**src/rtl/hazard_stall_unit_if.sv**
```systemverilog
// Hazard/stall unit bus: ID/EX hazard inputs and pipeline-control outputs.
// master = pipeline side driving hazard inputs, slave = the hazard unit.
interface hazard_stall_unit_if;
    logic [4:0]  IF_ID_RegRs;
    logic [4:0]  IF_ID_RegRt;
    logic        IF_ID_UsesRt;
    logic [4:0]  ID_EX_RegRt;
    logic        ID_EX_MemRead;
    logic        ID_Branch_Taken;
    logic        EX_MulDiv_Start;
    logic        PC_Write;
    logic        IF_ID_Write;
    logic        ID_EX_Write;
    logic        ID_EX_Bubble;
    logic        EX_MEM_Bubble;
    logic        IF_ID_Flush;
    logic [15:0] Stall_Cycles;

    modport master (
        output IF_ID_RegRs, IF_ID_RegRt, IF_ID_UsesRt, ID_EX_RegRt,
               ID_EX_MemRead, ID_Branch_Taken, EX_MulDiv_Start,
        input  PC_Write, IF_ID_Write, ID_EX_Write, ID_EX_Bubble,
               EX_MEM_Bubble, IF_ID_Flush, Stall_Cycles
    );

    modport slave (
        input  IF_ID_RegRs, IF_ID_RegRt, IF_ID_UsesRt, ID_EX_RegRt,
               ID_EX_MemRead, ID_Branch_Taken, EX_MulDiv_Start,
        output PC_Write, IF_ID_Write, ID_EX_Write, ID_EX_Bubble,
               EX_MEM_Bubble, IF_ID_Flush, Stall_Cycles
    );
endinterface

```
**src/rtl/hazard_stall_unit.sv**
```systemverilog
// Pipeline hazard/stall control: multi-cycle mul/div stall, load-use stall,
// taken-branch flush, with priority MD_BUSY > load-use > branch.
// Optional macro HAZARD_PERF_CNT_EN builds a saturating stalled-cycle counter;
// without it Stall_Cycles is tied to zero.
module hazard_stall_unit #(
    parameter int MD_LATENCY = 4
) (
    input  logic                  clk,
    input  logic                  rst_n,
    hazard_stall_unit_if.slave    if_hz
);
    typedef enum logic {IDLE = 1'b0, MD_BUSY = 1'b1} state_t;

    localparam logic [3:0] LP_MD_INIT = 4'(MD_LATENCY - 1);

    state_t     r_state;
    logic [3:0] r_md_cnt;
    logic       w_load_use;
    logic       w_pc_write;

    // Load-use: a load in EX writes a register the ID instruction reads; R0 never hazards.
    assign w_load_use = if_hz.ID_EX_MemRead && (if_hz.ID_EX_RegRt != 5'd0) &&
                        ((if_hz.ID_EX_RegRt == if_hz.IF_ID_RegRs) ||
                         (if_hz.IF_ID_UsesRt && (if_hz.ID_EX_RegRt == if_hz.IF_ID_RegRt)));

    // Mul/div FSM: busy for MD_LATENCY-1 cycles after a start seen in IDLE.
    always_ff @(posedge clk or negedge rst_n) begin
        if (!rst_n) begin
            r_state  <= IDLE;
            r_md_cnt <= 4'd0;
        end else begin
            case (r_state)
                IDLE: begin
                    if (if_hz.EX_MulDiv_Start) begin
                        r_state  <= MD_BUSY;
                        r_md_cnt <= LP_MD_INIT;
                    end
                end
                MD_BUSY: begin
                    // Start is the held instruction here, so it is ignored.
                    if (r_md_cnt == 4'd1) begin
                        r_state  <= IDLE;
                        r_md_cnt <= 4'd0;
                    end else begin
                        r_md_cnt <= r_md_cnt - 4'd1;
                    end
                end
                default: begin
                    r_state  <= IDLE;
                    r_md_cnt <= 4'd0;
                end
            endcase
        end
    end

    // Output decode by priority; reset forces the free-running values.
    always_comb begin
        w_pc_write            = 1'b1;
        if_hz.IF_ID_Write     = 1'b1;
        if_hz.ID_EX_Write     = 1'b1;
        if_hz.ID_EX_Bubble    = 1'b0;
        if_hz.EX_MEM_Bubble   = 1'b0;
        if_hz.IF_ID_Flush     = 1'b0;
        if (rst_n) begin
            if (r_state == MD_BUSY) begin
                w_pc_write          = 1'b0;
                if_hz.IF_ID_Write   = 1'b0;
                if_hz.ID_EX_Write   = 1'b0;
                if_hz.EX_MEM_Bubble = 1'b1;
            end else if (w_load_use) begin
                // EX still advances so the bubble clears MemRead next cycle.
                w_pc_write          = 1'b0;
                if_hz.IF_ID_Write   = 1'b0;
                if_hz.ID_EX_Bubble  = 1'b1;
            end else if (if_hz.ID_Branch_Taken) begin
                if_hz.IF_ID_Flush   = 1'b1;
            end
        end
    end

    assign if_hz.PC_Write = w_pc_write;

`ifdef HAZARD_PERF_CNT_EN
    logic [15:0] r_stall_cycles;

    // Count every edge at which the PC is held, saturating at all-ones.
    always_ff @(posedge clk or negedge rst_n) begin
        if (!rst_n) begin
            r_stall_cycles <= 16'd0;
        end else if (!w_pc_write && (r_stall_cycles != 16'hFFFF)) begin
            r_stall_cycles <= r_stall_cycles + 16'd1;
        end
    end

    assign if_hz.Stall_Cycles = r_stall_cycles;
`else
    assign if_hz.Stall_Cycles = 16'd0;
`endif

endmodule

```
**src/flat_wrapper.sv**
```systemverilog
// flat-port wrapper written by rule: the top's interface ports become plain ports
module hazard_stall_unit_flat 
#(
    parameter int MD_LATENCY = 4
)
  (clk, rst_n, if_hz_IF_ID_RegRs, if_hz_IF_ID_RegRt, if_hz_IF_ID_UsesRt, if_hz_ID_EX_RegRt, if_hz_ID_EX_MemRead, if_hz_ID_Branch_Taken, if_hz_EX_MulDiv_Start, if_hz_PC_Write, if_hz_IF_ID_Write, if_hz_ID_EX_Write, if_hz_ID_EX_Bubble, if_hz_EX_MEM_Bubble, if_hz_IF_ID_Flush, if_hz_Stall_Cycles);
  hazard_stall_unit_if if_hz_i ();
  input  logic clk;
  input  logic rst_n;
  input wire logic [$bits(if_hz_i.IF_ID_RegRs)-1:0] if_hz_IF_ID_RegRs;
  input wire logic [$bits(if_hz_i.IF_ID_RegRt)-1:0] if_hz_IF_ID_RegRt;
  input wire logic [$bits(if_hz_i.IF_ID_UsesRt)-1:0] if_hz_IF_ID_UsesRt;
  input wire logic [$bits(if_hz_i.ID_EX_RegRt)-1:0] if_hz_ID_EX_RegRt;
  input wire logic [$bits(if_hz_i.ID_EX_MemRead)-1:0] if_hz_ID_EX_MemRead;
  input wire logic [$bits(if_hz_i.ID_Branch_Taken)-1:0] if_hz_ID_Branch_Taken;
  input wire logic [$bits(if_hz_i.EX_MulDiv_Start)-1:0] if_hz_EX_MulDiv_Start;
  output wire logic [$bits(if_hz_i.PC_Write)-1:0] if_hz_PC_Write;
  output wire logic [$bits(if_hz_i.IF_ID_Write)-1:0] if_hz_IF_ID_Write;
  output wire logic [$bits(if_hz_i.ID_EX_Write)-1:0] if_hz_ID_EX_Write;
  output wire logic [$bits(if_hz_i.ID_EX_Bubble)-1:0] if_hz_ID_EX_Bubble;
  output wire logic [$bits(if_hz_i.EX_MEM_Bubble)-1:0] if_hz_EX_MEM_Bubble;
  output wire logic [$bits(if_hz_i.IF_ID_Flush)-1:0] if_hz_IF_ID_Flush;
  output wire logic [$bits(if_hz_i.Stall_Cycles)-1:0] if_hz_Stall_Cycles;
  assign if_hz_i.IF_ID_RegRs = if_hz_IF_ID_RegRs;
  assign if_hz_i.IF_ID_RegRt = if_hz_IF_ID_RegRt;
  assign if_hz_i.IF_ID_UsesRt = if_hz_IF_ID_UsesRt;
  assign if_hz_i.ID_EX_RegRt = if_hz_ID_EX_RegRt;
  assign if_hz_i.ID_EX_MemRead = if_hz_ID_EX_MemRead;
  assign if_hz_i.ID_Branch_Taken = if_hz_ID_Branch_Taken;
  assign if_hz_i.EX_MulDiv_Start = if_hz_EX_MulDiv_Start;
  assign if_hz_PC_Write = if_hz_i.PC_Write;
  assign if_hz_IF_ID_Write = if_hz_i.IF_ID_Write;
  assign if_hz_ID_EX_Write = if_hz_i.ID_EX_Write;
  assign if_hz_ID_EX_Bubble = if_hz_i.ID_EX_Bubble;
  assign if_hz_EX_MEM_Bubble = if_hz_i.EX_MEM_Bubble;
  assign if_hz_IF_ID_Flush = if_hz_i.IF_ID_Flush;
  assign if_hz_Stall_Cycles = if_hz_i.Stall_Cycles;
  hazard_stall_unit #(.MD_LATENCY(MD_LATENCY)) u_core (.clk(clk), .rst_n(rst_n), .if_hz(if_hz_i));
endmodule
```
**config.mk**
```make
export PLATFORM = sky130hd
export DESIGN_NAME = hazard_stall_unit_flat
export DESIGN_NICKNAME = d
export VERILOG_FILES = /design/src/rtl/hazard_stall_unit_if.sv /design/src/rtl/hazard_stall_unit.sv /design/src/flat_wrapper.sv
export SDC_FILE = /design/constraint.sdc
export NUM_CORES = 1
export LEC_CHECK = 0
export BUFFER_PORTS_ARGS = -buffer_cell sky130_fd_sc_hd__buf_2
export CORE_UTILIZATION = 34
export CTS_CLUSTER_DIAMETER = 120
export DETAILED_ROUTE_END_ITERATION = 10
export HOLD_SLACK_MARGIN = 0.12
export MAX_ROUTING_LAYER = met4
export PLACE_DENSITY = 0.7
export SLEW_MARGIN = 10
export SYNTH_ARGS = -nofsm -noshare
export SYNTH_HDL_FRONTEND = slang
export SYNTH_SLANG_ARGS = --single-unit
```
**constraint.sdc**
```tcl
create_clock -name clk -period 1.1 [get_ports clk]
set_clock_uncertainty 0.05 [all_clocks]
set_input_delay 0.055 -clock clk [delete_from_list [all_inputs] [get_ports clk]]
set_output_delay 0.055 -clock clk [all_outputs]
set_load 0.03 [all_outputs]
```
==> flow_summary.toml <==
[run_status]
status = "finished, violations left"
violations = "negative setup slack"

[logic_synthesis]
seq_area_frac_synth = 0.228
syn_area_per_cell_um2 = 7.96
synth_cell_types = 22
yosys-top-cells-area = "buf_4 (23%), dfrtp_1 (23%), xnor2_1 (16%)"
ys_ff_latch = 5
yosysTopAreaCellShare = 0.232
syn_inst = 69
syn_area_um2 = 549
yosysWarningCount = 0
netlist.top_cell.by_area = "buf_4"

[drt]
vias = 560
drc = 0
antenna_left = 0
vias_per_cell = 4.55
first_iter_violations = 6
drt-total-wl_um = 1480
avgRoutedWirePerCell_um = 12.0
drtPass1Iterations = 2

[placement]
gp_congestion = 0.847
dp.final_hpwl_um = 997
place_inst = 113
portBuffers = 26
preCtsSetupSlack_ns = -0.401

[grt]
antenna_found_initial = 0
grt_pass1_vias = 531
grt_max_degree = 6
grt_overflow = 0
track_usage = 0.157
grt_pass1_wl_um = 2110

[min_path]
hp-class = "input pin to asynchronous set/reset pin"

[cells_and_area]
syn_to_final_growth_pct = 68.8
stdcell_count = 123
nets = 131
diodes = 0
num-fill-cells = 133
regArea_um2 = 126
drive_gt1_frac = 0.533
multi_input_area_um2 = 453

[worst_setup_path]
arrival_ns = 1.28
critPathRequiredTime_ns = 1.00
crit_fanout = 3
crit_path_start_kind = "input pin"
endpoint_kind = "primary output"
critPathKind = "input pin to primary output"

[cts]
clkSinkCount = 5
cts.clk_slew.worst_paths_ns = 0.04
cts_tree = "yes"
cts_buffers = 3
insertion_delay_ns = 0.23
cts-root-buf = "clkbuf_4"
clockBufferDepth = 2
cts_htree_levels = 1

[floorplan]
fp-row-count = 14
num_io_pins = 43
core-area_um2 = 1510
die_area_um2 = 1780
start_util = 0.365
fp.dieW_um = 42.2
fp.dieH_um = 42.2

[timing]
rsz0062_at_grt = "true"
finalCritPeriodShare = 1.26
clock.fmax_mhz = 720
period_minus_slack_ns = 1.39
fin_hold_ws_ns = 0.326
finalHoldViolCount = 0
final_max_slew_viol_count = 0
finalWorstSetupSlack_ns = -0.289
finalSetupViolCount = 5

[power]
power_density_nw_per_um2 = 1950
ir_drop_uv = 1360
leakage_uw = 0.000431

[job]
max_cap_viol_count = 0
## routing by layer
metal	wire length, um	track usage	vias to the layer above
met2	900	0.308	29
met4	0	0	0
li1	-	-	273
met5	0	-	-
met3	108	0.0517	0
met1	473	0.157	258
## synthesized netlist by cell type
cell	count
clkbuf_1	1
o21a_1	1
buf_4	17
and4b_1	1
nor2_1	1
nor2b_1	2
o211ai_1	1
ha_1	2
nand4_1	1
nor3_1	2
o22ai_1	2
inv_1	6
nand2_1	3
a21oi_1	4
conb_1	1
or4_1	1
dfrtp_1	5
nand3_1	2
o21ai_0	3
nand3b_1	1
xnor2_1	10
a31oi_1	2
## where the power goes
| group | leakage (uW) | switching [uW] | total [uW] | internal [uW] |
|---|---|---|---|---|
| sequential | 0.0000579 | 121 | 400 | 279 |
| combinational | 0.000358 | 604 | 1200 | 596 |
| clock | 0.0000150 | 68.6 | 205 | 137 |
## worst paths after layout
check	start	to	slack (ns)	cells after the start
min in group clk	if_hz_ID_Branch_Taken	if_hz_IF_ID_Flush	0.44	4
min	rst_n	u_core.r_md_cnt[0]	0.33	2
max	if_hz_ID_EX_RegRt[3]	if_hz_IF_ID_Write	-0.29	5
max reg2reg	u_core.r_md_cnt[1]	u_core.r_md_cnt[2]	0.01	5
max in group asynchronous	rst_n	u_core.r_state	0.46	2
min reg2reg	u_core.r_md_cnt[2]	u_core.r_md_cnt[2]	0.45	1
## cells in the final DEF (no fill, tap or decap), types with 2 or more instances in the layout
cell type	netlist	final
clkbuf_4	0	3
ha_4	0	2
nor2b_4	0	2
nand2_1	3	2
inv_1	6	3
buf_2	0	18
inv_2	0	2
nand3_1	2	2
a21oi_1	4	3
o21ai_1	0	3
dlygate4sd3_1	0	2
buf_6	0	10
dfrtp_1	5	4
conb_1	1	16
xnor2_1	10	9
nor3_2	0	2
buf_4	17	7
## layout make-up
class                   instances  area share
repair buffers                 37       0.297
flip-flops and latches          5       0.136
inverters                       6      0.0283
multi-input cells              55       0.489
well taps                      16      0.0216
clock buffers                   4      0.0283
## cells by family (layout without fill, tap and decap cells)
| family | after synthesis | after routing | share of synthesized area |
|---|---|---|---|
| compound gates | 13 | 13 | 0.137 |
| flops | 5 | 5 | 0.228 |
| simple gates | 14 | 14 | 0.144 |
| xor+xnor | 10 | 10 | 0.159 |
| buf+inv | 24 | 47 | 0.280 |
| fa+ha+maj | 2 | 2 | 0.0456 |
| other cells | 1 | 16 | 0.00683 |
## flip-flops by register name, summed over array words and instances (netlist names)
name             flops
u_core.r_md_cnt      4
u_core.r_state       1
## metrics by stage
step | cell area (um2) | total power (uW) | utilization | setup TNS (ns)
final | 927 | 1810 | 0.615 | -1.17
after global routing | 927 | 1930 | 0.615 | -1.39
after CTS | 848 | 1620 | 0.563 | -1.20
after detailed placement | 709 | 1160 | 0.471 | -1.55
after global placement | 709 | 1130 | 0.471 | -1.41
after floorplan | 667 | 1040 | - | -0.679
## worst max-delay path: stages
cell     delay, ns
buf_6         0.09
or4_4         0.53
o21a_4        0.23
a31oi_4       0.22
buf_6         0.16
## timing repair
action                                 4_1_cts  5_1_grt
endpoints found under the hold margin        7        0
hold buffers                                 2        0
pin swaps                                    5        8
setup endpoints to repair                   10       10
gates resized for setup                     25       14
setup buffers                                3        2
Power figures use the tool's default switching activity.
